**config.mk**
```make
export PLATFORM = sky130hd
export DESIGN_NAME = seq_hit_logger
export DESIGN_NICKNAME = d
export VERILOG_FILES = /design/src/rtl/seq_hit_pkg.sv /design/src/rtl/seq_hit_fifo.sv /design/src/rtl/seq_hit_logger.sv
export SDC_FILE = /design/constraint.sdc
export NUM_CORES = 1
export LEC_CHECK = 0
export BUFFER_PORTS_ARGS = -buffer_cell sky130_fd_sc_hd__buf_2
export CAP_MARGIN = 20
export CORE_ASPECT_RATIO = 0.6
export CORE_MARGIN = 2
export CORE_UTILIZATION = 48
export CTS_BUF_LIST = sky130_fd_sc_hd__clkbuf_8
export DETAILED_ROUTE_END_ITERATION = 16
export PLACE_DENSITY = 0.68
export SLEW_MARGIN = 5
export SYNTH_ARGS = -nofsm -noshare
export SYNTH_HDL_FRONTEND = slang
export SYNTH_HIERARCHICAL = 1
export SYNTH_SLANG_ARGS = --single-unit
```
**constraint.sdc**
```tcl
create_clock -name clk -period 4.95 [get_ports clk]
set_input_delay 0.99 -clock clk [delete_from_list [all_inputs] [get_ports clk]]
set_output_delay 0.99 -clock clk [all_outputs]
set_load 0.005 [all_outputs]
```
**src/rtl/seq_hit_pkg.sv**
```systemverilog
// Shared types and helpers for the sequence-hit logger.
// SEQ_HIT_LOGGER_TS_EN adds a 16-bit timestamp field to the event record.
package seq_hit_pkg;

  localparam int POS_W      = 3;
  localparam int FRAME_BITS = 8;
  localparam int CNT_BITS   = 16;
`ifdef SEQ_HIT_LOGGER_TS_EN
  localparam int TS_W       = 16;
`endif

  typedef struct packed {
    logic [FRAME_BITS-1:0] frame;
    logic [POS_W-1:0]      pos;
`ifdef SEQ_HIT_LOGGER_TS_EN
    logic [TS_W-1:0]       ts;
`endif
  } hit_evt_t;

  function automatic logic [CNT_BITS-1:0] sat_inc(input logic [CNT_BITS-1:0] v);
    return (&v) ? v : v + 1'b1;
  endfunction

endpackage

```
**src/rtl/seq_hit_fifo.sv**
```systemverilog
// Synchronous FIFO with wrap-bit pointers and a registered head output.
// The head register holds the last value read once the FIFO drains.
module seq_hit_fifo #(
  parameter int DEPTH = 4,
  parameter int WIDTH = 11
) (
  input  logic             clk,
  input  logic             rst_n,
  input  logic             push,
  input  logic             pop,
  input  logic [WIDTH-1:0] din,
  output logic             full,
  output logic             empty,
  output logic [WIDTH-1:0] dout
);

  localparam int AW = $clog2(DEPTH);

  logic [WIDTH-1:0] mem_q [DEPTH];
  logic [AW:0]      wr_ptr_q, wr_ptr_d;
  logic [AW:0]      rd_ptr_q, rd_ptr_d;
  logic [WIDTH-1:0] dout_q, dout_d;
  logic             push_ok, pop_ok;

  assign empty = (wr_ptr_q == rd_ptr_q);
  assign full  = (wr_ptr_q[AW] != rd_ptr_q[AW]) &&
                 (wr_ptr_q[AW-1:0] == rd_ptr_q[AW-1:0]);
  assign dout  = dout_q;

  always_comb begin
    pop_ok   = pop && !empty;
    push_ok  = push && (!full || pop_ok);
    wr_ptr_d = wr_ptr_q + {{AW{1'b0}}, push_ok};
    rd_ptr_d = rd_ptr_q + {{AW{1'b0}}, pop_ok};
    dout_d   = dout_q;
    // New head is either the word being written now or an already stored one.
    if (push_ok && (rd_ptr_d == wr_ptr_q)) begin
      dout_d = din;
    end else if (rd_ptr_d != wr_ptr_d) begin
      dout_d = mem_q[rd_ptr_d[AW-1:0]];
    end
  end

  always_ff @(posedge clk) begin
    if (push_ok) begin
      mem_q[wr_ptr_q[AW-1:0]] <= din;
    end
  end

  always_ff @(posedge clk or negedge rst_n) begin
    if (!rst_n) begin
      wr_ptr_q <= '0;
      rd_ptr_q <= '0;
      dout_q   <= '0;
    end else begin
      wr_ptr_q <= wr_ptr_d;
      rd_ptr_q <= rd_ptr_d;
      dout_q   <= dout_d;
    end
  end

endmodule

```
**src/rtl/seq_hit_logger.sv**
```systemverilog
// Tags detector hits with frame index and bit position and queues them for a consumer.
// Define SEQ_HIT_LOGGER_TS_EN to add a cycle timestamp (ev_ts) to every event.
module seq_hit_logger
  import seq_hit_pkg::*;
#(
  parameter int FIFO_DEPTH = 4,
  parameter int FRAME_W    = FRAME_BITS,
  parameter int CNT_W      = CNT_BITS
) (
  input  logic               clk,
  input  logic               rst_n,
  input  logic               en,
  input  logic               sof,
  input  logic               hit,
  input  logic               clr,
  input  logic               ev_ready,
  output logic               ev_valid,
  output logic [FRAME_W-1:0] ev_frame,
  output logic [POS_W-1:0]   ev_pos,
  output logic [CNT_W-1:0]   hit_total,
  output logic               ovf
`ifdef SEQ_HIT_LOGGER_TS_EN
  ,
  output logic [TS_W-1:0]    ev_ts
`endif
);

  logic [POS_W-1:0]   pos_q, pos_d;
  logic [FRAME_W-1:0] frame_q, frame_d;
  logic [CNT_W-1:0]   hit_total_q, hit_total_d;
  logic               ovf_q, ovf_d;
  logic [POS_W-1:0]   cur_pos;
  logic [FRAME_W-1:0] cur_frame;
  logic               push, pop, drop;
  logic               fifo_full, fifo_empty;
  hit_evt_t           evt_in, evt_out;
`ifdef SEQ_HIT_LOGGER_TS_EN
  logic [TS_W-1:0]    ts_q, ts_d;
`endif

  always_comb begin
    cur_pos   = sof ? '0 : pos_q;
    // A SOF at slot 0 was already counted by the natural wrap.
    cur_frame = (sof && (pos_q != '0)) ? frame_q + 1'b1 : frame_q;
    pos_d     = pos_q;
    frame_d   = frame_q;
    if (en) begin
      pos_d   = cur_pos + 1'b1;
      frame_d = (cur_pos == 3'd7) ? cur_frame + 1'b1 : cur_frame;
    end

    push = en && hit;
    pop  = ev_valid && ev_ready;
    drop = push && fifo_full && !pop;

    evt_in       = '0;
    evt_in.frame = cur_frame;
    evt_in.pos   = cur_pos;
`ifdef SEQ_HIT_LOGGER_TS_EN
    evt_in.ts    = ts_q;
    ts_d         = ts_q + 1'b1;
`endif

    hit_total_d = clr ? '0 : hit_total_q;
    if (push) begin
      hit_total_d = sat_inc(hit_total_d);
    end
    ovf_d = (clr ? 1'b0 : ovf_q) || drop;
  end

  seq_hit_fifo #(
    .DEPTH (FIFO_DEPTH),
    .WIDTH ($bits(hit_evt_t))
  ) u_fifo (
    .clk   (clk),
    .rst_n (rst_n),
    .push  (push),
    .pop   (pop),
    .din   (evt_in),
    .full  (fifo_full),
    .empty (fifo_empty),
    .dout  (evt_out)
  );

  always_ff @(posedge clk or negedge rst_n) begin
    if (!rst_n) begin
      pos_q       <= '0;
      frame_q     <= '0;
      hit_total_q <= '0;
      ovf_q       <= 1'b0;
`ifdef SEQ_HIT_LOGGER_TS_EN
      ts_q        <= '0;
`endif
    end else begin
      pos_q       <= pos_d;
      frame_q     <= frame_d;
      hit_total_q <= hit_total_d;
      ovf_q       <= ovf_d;
`ifdef SEQ_HIT_LOGGER_TS_EN
      ts_q        <= ts_d;
`endif
    end
  end

  assign ev_valid  = !fifo_empty;
  assign ev_frame  = evt_out.frame;
  assign ev_pos    = evt_out.pos;
  assign hit_total = hit_total_q;
  assign ovf       = ovf_q;
`ifdef SEQ_HIT_LOGGER_TS_EN
  assign ev_ts     = evt_out.ts;
`endif

endmodule

```
Word-level counts from Yosys, hierarchy flattened
Memory sizes are Yosys's and may differ from the RTL's.
Cells that the tools add are included.
{"block": "totals", "input_bits": 7, "romBits": 0, "output_inout_bits": 29, "wordCells": 48, "register_bits": 45, "latchBits": 0, "mem_bits_rw": 44, "n_memories": 1}
{"block": "op_classes", "addsub": 6, "muxes": 11, "n_div": 0, "n_eq_ne": 6, "n_lt_le_gt_ge": 0, "reduce_logical": 17, "shifts": 0, "bitwise_logic": 0, "mul": 0}
{"name": "u_fifo.mem_q", "words": 4, "width": 11, "rd": 1, "rd_ports_with_merged_regs": 0, "wr": 1, "line": "seq_hit_fifo.sv:19", "text": "logic [WIDTH-1:0] mem_q [DEPTH];"}
{"op": "$mux W16", "n": 3}
{"op": "$mux W11", "n": 2}
{"op": "$add A16 B1 Y16 const B", "n": 1}
{"op": "$add A8 B1 Y8 const B", "n": 2}
{"op": "$mux W8", "n": 2}
{"op": "$reduce_and A16 Y1", "n": 1}
{"op": "$logic_and A1 B1 Y1", "n": 9}
{"op": "$add A3 B1 Y3", "n": 2}
{"op": "$eq A3 B3 Y1", "n": 2}
{"op": "$add A3 B1 Y3 const B", "n": 1}
{"op": "$eq A3 B3 Y1 const B", "n": 1}
{"op": "$logic_not A1 Y1", "n": 3}
{"op": "$mux W1", "n": 3}
{"op": "$mux W3", "n": 1}
{"op": "$ne A3 B3 Y1", "n": 1}
{"op": "$reduce_bool A3 Y1", "n": 1}
{"op": "$eq A2 B2 Y1", "n": 1}
{"op": "$logic_or A1 B1 Y1", "n": 2}
{"op": "$reduce_bool A2 Y1", "n": 1}
{"op": "$ne A1 B1 Y1", "n": 1}

Longest topological paths before layout
Gate-level depths: netlist (run 1).
{"block": "depth", "ltp_word": 10, "ltp_mapped": 12, "ltp_nobuf": 11}

Hierarchy
The synthesis (run 1) kept the hierarchy.
{"mod": "seq_hit_fifo", "cells_each": 160, "seq_area_each_um2": 1746.7, "area_each_um2": 2647.5, "instances": 1}
{"mod": "seq_hit_logger", "cells_each": 174, "seq_area_each_um2": 700.7, "area_each_um2": 1791.7, "instances": 1}

Worst setup path before layout (run 1)
OpenSTA, ideal clock, no wires.
{"block": "synth_path", "path_kind": "input to register", "startpoint": "in ev_ready", "endpoint": "reg u_fifo.dout_q[0] (netlist: u_fifo/dout[0])", "cell_stages": 9, "setup_ps": 81, "slack_ps": 2029, "path_buffers": 1, "arrival_time_ps": 2839, "required_time_ps": 4869, "path_cell_list": "nor2b_1 > o41a_1 > ha_1 > ha_1 > xnor2_1 > xnor2_1 > buf_2 > o21ai_0 > a31oi_2"}
{"block": "synth_between", "elab_chain_cells": 7, "word_cells_on_any_way": 13, "classes_between": "add/sub (2); eq/ne (2); mux (2); reduce/logical (6); memory (1)"}
{"item": "start, declared", "line": "seq_hit_logger.sv:16", "text": "input logic ev_ready,"}
{"item": "$logic_and A1 B1 Y1 (*)", "line": "seq_hit_logger.sv:53", "text": "pop = ev_valid && ev_ready;"}
{"item": "$logic_and A1 B1 Y1 (*)", "line": "seq_hit_fifo.sv:31", "text": "pop_ok = pop && !empty;"}
{"item": "parallel branches: the longest is 5 deep, another holds $mem_v2 Z4 W11"}
{"item": "end signal, assigned", "line": "seq_hit_fifo.sv:58", "text": "dout_q <= dout_d;"}
{"item": "end, declared", "line": "seq_hit_fifo.sv:22", "text": "logic [WIDTH-1:0] dout_q, dout_d;"}
Every way passes the cells marked *. The select of a mux whose other input is x is not followed.
A chain may end at the register's enable or synchronous reset.

Worst setup path after layout (run 1)
{"block": "layout_path", "startpoint": "reg u_fifo.wr_ptr_q[1]", "endpoint": "reg u_fifo.dout_q[2] (netlist: u_fifo/dout[2])"}
{"block": "layout_between", "elab_chain_cells": 9, "word_cells_on_any_way": 18, "classes_between": "add/sub (2); eq/ne (4); mux (2); reduce/logical (9); memory (1)"}
{"item": "start, declared", "line": "seq_hit_fifo.sv:20", "text": "logic [AW:0] wr_ptr_q, wr_ptr_d;"}
{"item": "start signal, assigned", "line": "seq_hit_fifo.sv:56", "text": "wr_ptr_q <= wr_ptr_d;"}
{"item": "$eq A3 B3 Y1 (*)", "line": "seq_hit_fifo.sv:25", "text": "assign empty = (wr_ptr_q == rd_ptr_q);"}
{"item": "net fifo_empty", "line": "seq_hit_logger.sv:35", "text": "logic fifo_full, fifo_empty;"}
{"item": "$logic_not A1 Y1 (*)", "line": "seq_hit_logger.sv:105", "text": "assign ev_valid = !fifo_empty;"}
{"item": "$logic_and A1 B1 Y1 (*)", "line": "seq_hit_logger.sv:53"}
{"item": "net pop", "line": "seq_hit_logger.sv:34", "text": "logic push, pop, drop;"}
{"item": "$logic_and A1 B1 Y1 (*)", "line": "seq_hit_fifo.sv:31"}
{"item": "parallel branches: the longest is 5 deep, another holds $mem_v2 Z4 W11"}
Mark *: on every way through the listed nets, which the timed path passes. The select of a mux whose other input is x is not followed.

==> results of run 1 <==
sequential cells by signal (all words and copies together), names as in the netlist:
| name | flops |
|---|---|
| u_fifo/mem_q | 44 |
| hit_total | 16 |
| u_fifo/dout | 11 |
| frame_q | 8 |
| pos_q | 3 |
| u_fifo/rd_ptr_q | 3 |
| u_fifo/wr_ptr_q | 3 |
| ovf | 1 |
layout make-up:
type	instances	share of cell area
Sequential cell	89	0.4970
Multi-Input combinational cell	221	0.3824
Timing Repair Buffer	38	0.04268
Clock buffer	11	0.03074
Tap cell	116	0.02947
Clock inverter	5	0.01092
Inverter	9	0.006860
power by group through the flow:
stage | Clock [mW] | Sequential (mW) | Combinational, mW
after global routing | 0.555 | 1.13 | 1.73
after CTS | 0.527 | 1.11 | 1.57
after floorplan | 0 | 1.10 | 1.29
final | 0.506 | 1.11 | 1.56
after detailed placement | 0 | 1.13 | 1.56
after global placement | 0 | 1.12 | 1.53
through the flow:
step | utilization | total power [mW] | hold slack (ps) | worst slack (ps)
final | 0.5419 | 3.177 | 526.7 | 1422
after global routing | 0.5419 | 3.416 | 523.7 | 1091
after CTS | 0.5397 | 3.212 | 558.7 | 1398
after detailed placement | 0.5171 | 2.695 | 540.3 | 1293
after global placement | 0.5171 | 2.653 | 524.4 | 1337
after floorplan | - | 2.385 | 496.7 | 2030
placed cells by master, fill, tap and decap left out, drive strengths merged, types with 9 or more instances in the layout:
cell	Yosys	layout
o21ai	13	13
nand3	22	22
buf	8	38
ha	9	9
xnor2	25	25
nand2	17	17
dfrtp	45	45
mux4	11	11
inv	9	9
a31oi	11	11
clkbuf	7	11
xor2	16	16
a211oi	11	11
nor2	19	19
edfxtp	44	44
worst max-delay path, delay by kind of cell, from the launching register on:
kind                       cells  cell delay, ps
DFF                            1             460
and+or+nand+nor                4             760
xor gates and xnor gates       3            1140
AOI/OAI and AO/OA              2             690
adders and majority gates      2             400
final timing paths:
check / start / end / slack, ps
hold reg to reg: frame_q[7] / frame_q[7] / 550
max in group asynchronous: rst_n / u_fifo/dout[3] / 3940
setup reg to reg: u_fifo/wr_ptr_q[1] / u_fifo/dout[2] / 1420
hold / removal: rst_n / hit_total[4] / 530
min in group clk: frame_q[7] / frame_q[7] / 550
setup / recovery: u_fifo/wr_ptr_q[1] / u_fifo/dout[2] / 1420
per-layer routing:
layer | vias up | routed length, um
met5 | - | 0
met4 | 0 | 69
met3 | 7 | 582
met2 | 68 | 3394
met1 | 1350 | 4473
li1 | 1307 | -
kinds of logic (layout without fill, tap and decap cells):
kind of cell             count (synthesis)  count (layout)
AO/OA/AOI/OAI                           50              50
AND/OR/NAND/NOR                        101             101
flip-flops                              89              89
XOR/XNOR                                41              41
adder cells (fa/ha/maj)                  9               9
multiplexers                            20              20
buffers and inverters                   24              63
cell usage after synthesis, drive strengths merged, types with 3 or more instances:
master | count | area (um2)
dfrtp | 45 | 1126
edfxtp | 44 | 1321
xnor2 | 25 | 226.5
nand3 | 22 | 120.1
nor2 | 19 | 71.32
nand2 | 17 | 63.81
xor2 | 16 | 147.7
o21ai | 13 | 68.81
a211oi | 11 | 82.58
a31oi | 11 | 131.4
mux4 | 11 | 247.7
ha | 9 | 112.6
inv | 9 | 33.78
buf | 8 | 45.04
nor2b | 8 | 50.05
clkbuf | 7 | 30.03
mux2 | 5 | 60.05
nand4 | 5 | 31.28
and2 | 4 | 27.53
and2b | 4 | 35.03
and3 | 4 | 25.02
mux2i | 4 | 40.04
nand2b | 4 | 25.02
a21o | 3 | 23.77
and4 | 3 | 26.28
nor3 | 3 | 26.28
==> flow_metrics.tcl, run 1 <==
set metrics [dict create \
    status "complete, no violations" \
    io_buffers 35 \
    leakagePower_nw 1.882 \
    antenna_found_initial 0 \
    dieArea_um2 10060 \
    rsz0062_at_grt "false" \
    htreeDepth 3 \
    grt_pass1_vias 2596 \
    async_flop_share 0.5056 \
    critical_path.max_fanout 11 \
    cts_resized 0 \
    instances_no_fill 489 \
    final_max_slew_viol_count 0 \
    syn_to_final_growth_pct 10.94 \
    critical-path-max-stage-delay_ps 630 \
    use_met3 0.05999 \
    clkTransAtPathRegs_ps 90 \
    synthesis.nets 350 \
    pwr-share-comb 0.490 \
    pwr-share-clk 0.159 \
    gr-total-overflow 0 \
    root_buffer "clkbuf_8" \
    synth_top_family_by_area "simple AND/OR/NAND/NOR gates" \
    ys_seq_area_frac 0.5513 \
    p_switching_mw 1.238 \
    ioPinCount 36 \
    power.density_nw_per_um2 645.2 \
    grt.busiest_layer "met1" \
    syn_area_um2 4439 \
    grt_max_degree 46 \
    clk_latency_ps 360 \
    syn_inst 334 \
    yosys.area_share.simple 0.1313 \
    core_um2 9087 \
    avgSynthCellArea_um2 13.29 \
    rows 27 \
    finalSetupTns_ps 0 \
    cts_buffers 9 \
    route.detailed.drc 0 \
    ir_drop_mv 0.3116 \
    worstPathArrival_ps 3810 \
    crit_path_start_kind "flop" \
    holdCritPathClass "input port to async pin" \
    multi_input_area_um2 1883 \
    cts.sinks 89 \
    cts_setup_buffers 0 \
    crit_required_ps 5230 \
    grt_usage 0.1865 \
    p_seq_frac 0.350 \
    switching_share 0.3896 \
    postRouteAntennaNets 0 \
    hold_violations 0 \
    dp_cells 472 \
    ys_types 57 \
    skew_ps 10.89 \
    place_area_um2 4700 \
    wl_per_cell_um 17.42 \
    grt_pass1_wl_um 14070 \
    fmax_ghz 0.2834 \
    place_congestion 0.8331 \
    gr-usage-met1 0.2936 \
    final_layout_size_suffix_gt1_frac 0.2681 \
    n_antenna_cell 0 \
    synthAdderAreaFrac 0.02537 \
    ys_ff_latch 89 \
    timing.final.crit_share 0.7128 \
    regArea_um2 2447 \
    hold_buffers 0 \
    synthXorXnorAreaFrac 0.08427 \
    yosys_warnings 6 \
    cts_tree "yes" \
    start_util 0.4885 \
    first_pass_iters 4 \
    ctsLongestPathBuffers 2 \
    vias 2732 \
    final.min_clock_period_ps 3528 \
    synth-compound-area-share 0.1048 \
    max_cap_violations 0 \
    synth_top_flop_cell "dfrtp_1" \
    cp_cell_sequence "xor2_1 > or2_1 > nor2_1 > nor2b_1 > o41a_1 > ha_1 > ha_1 > xnor2_1 > xor2_1 > nand3_1 > a31oi_2" \
    setup_viol 0 \
    fin_nets 384 \
    synthMuxAreaShare 0.07835 \
    critPathCaptureType "flop" \
    dr.first_iter.drc_count 202 \
    worst_pin_slew_ps 1020 \
    r2r_cells 11 \
    slew_headroom 0.3174 \
    slowest_stage "xor2_1" \
    die_x_um 128.2 \
    vias_per_cell 5.587 \
    fin_area_um2 4925 \
    die_h_um 78.49 \
    wirelength_um 8520 \
    p_int_mw 1.940 \
    dpl.hpwl_um 6184 \
    synth_edf_count 44 \
    met2_usage 0.2455 \
    fillers 775 \
    criticalPathCategory "flop to flop" \
]
Note: power is estimated with default switching activity, not from simulation.
==> run 2, diff against run 1 <==
clock period = 3.46 ns   (was 4.95 ns; I/O delays follow)
==> flow_metrics.tcl, run 2 (synthesis results as in run 1) <==
set metrics [dict create \
    status "complete, no violations" \
    setup_viol 0 \
    final_common_cell "dfrtp_1" \
    setup_slack_ps 259.6 \
    holdCritPathClass "input port to async pin" \
    cts_setup_buffers 0 \
    cts_tree "yes" \
    core_um2 9087 \
    slew_headroom 0.4658 \
    crit_path_start_kind "flop" \
    criticalPathCategory "flop to flop" \
    rows 27 \
    grt_usage 0.1941 \
    cts_buffers 9 \
    dieArea_um2 10060 \
    final_layout_size_suffix_gt1_frac 0.2895 \
    leakagePower_nw 1.916 \
    crit_required_ps 3750 \
    critical_path.max_fanout 11 \
    regArea_um2 2447 \
    worstPathArrival_ps 3490 \
    finalSetupTns_ps 0 \
    dp_cells 479 \
    rsz0062_at_grt "false" \
    grt_pass1_vias 2682 \
    grt_pass1_wl_um 14530 \
    timing.final.crit_share 0.9250 \
    fin_area_um2 4980 \
    clk_latency_ps 360 \
    vias_per_cell 5.486 \
    place_congestion 0.7930 \
    worst_pin_slew_ps 800.0 \
    final_max_slew_viol_count 0 \
    die_h_um 78.49 \
    gr-total-overflow 0 \
    die_x_um 128.2 \
    route.detailed.drc 0 \
    cts.sinks 89 \
    multi_input_area_um2 1893 \
    power.density_nw_per_um2 933.7 \
    fin_nets 391 \
    start_util 0.4885 \
    ir_drop_mv 0.4438 \
    htreeDepth 3 \
    antenna_found_initial 0 \
    syn_to_final_growth_pct 12.18 \
    fillers 781 \
    hold_violations 0 \
    fmax_ghz 0.3125 \
    reg2reg_slack_ps 260 \
    skew_ps 12.37 \
    first_pass_iters 4 \
    clkTransAtPathRegs_ps 90 \
    ctsLongestPathBuffers 2 \
    critPathCaptureType "flop" \
    place_area_um2 4752 \
    vias 2721 \
    instances_no_fill 496 \
    dr.first_iter.drc_count 156 \
    hold_buffers 0 \
    wl_per_cell_um 17.73 \
    final_cell_mix "dfrtp_1, edfxtp_1, buf_2" \
    n_antenna_cell 0 \
    grt_max_degree 46 \
    ioPinCount 36 \
    max_cap_violations 0 \
    p_total_mw 4.650 \
    final.min_clock_period_ps 3200 \
    root_buffer "clkbuf_8" \
    dpl.hpwl_um 6224 \
    wirelength_um 8795 \
    cts_resized 0 \
    postRouteAntennaNets 0 \
    io_buffers 35 \
    largest_reg_flops 44 \
    pre_cts_slack_ps 85.21 \
]
==> run 2: critical path, cell delays in order (launching register included) <==
cell     delay, ps
dfrtp_1        470
xor2_1         220
or2_1          260
nor2_1         180
nor2b_1        110
o41a_1         470
ha_1           210
ha_1           190
xnor2_1        340
xor2_1         180
buf_4          190
nand3_1        110
a31oi_2        180
==> run 2: through the flow <==
step	util	hold WS (ps)
floorplan	-	396.4
global placement	0.5229	515.4
detailed placement	0.5229	522.2
CTS	0.5447	529.8
global route	0.5480	226.1
finish	0.5480	241.5
==> run 2: path summary, 6_finish.rpt <==
path,startpoint,endpoint,cells after the start
setup / recovery,u_fifo/wr_ptr_q[1],u_fifo/dout[0],12
hold / removal,rst_n,frame_q[1],1
setup reg to reg,u_fifo/wr_ptr_q[1],u_fifo/dout[0],12
hold reg to reg,frame_q[7],frame_q[7],2
max in group asynchronous,rst_n,u_fifo/dout[7],2
min in group clk,frame_q[7],frame_q[7],2
==> run 2: layout make-up <==
class,instances,share of cell area
timing repair buffer,45,0.05276
sequential,89,0.4915
clock inverter,6,0.01206
tap,116,0.02915
inverter,9,0.006784
clock buffer,10,0.02764
multi-input combinational,221,0.3802
==> run 2: metal layers <==
metal  vias up  track usage  wire (um)
met4         0      0.05165         42
li1       1317            -          -
met5         -            0          0
met2        65       0.2599       3509
met1      1335       0.3044       4740
met3         4      0.05658        503
==> run 2: where the power goes <==
part	internal, mW	leakage (nW)	switching (mW)
combinational	1.07	0.863	1.28
sequential	1.42	0.959	0.175
clock	0.348	0.0934	0.364
total	2.83	1.92	1.82
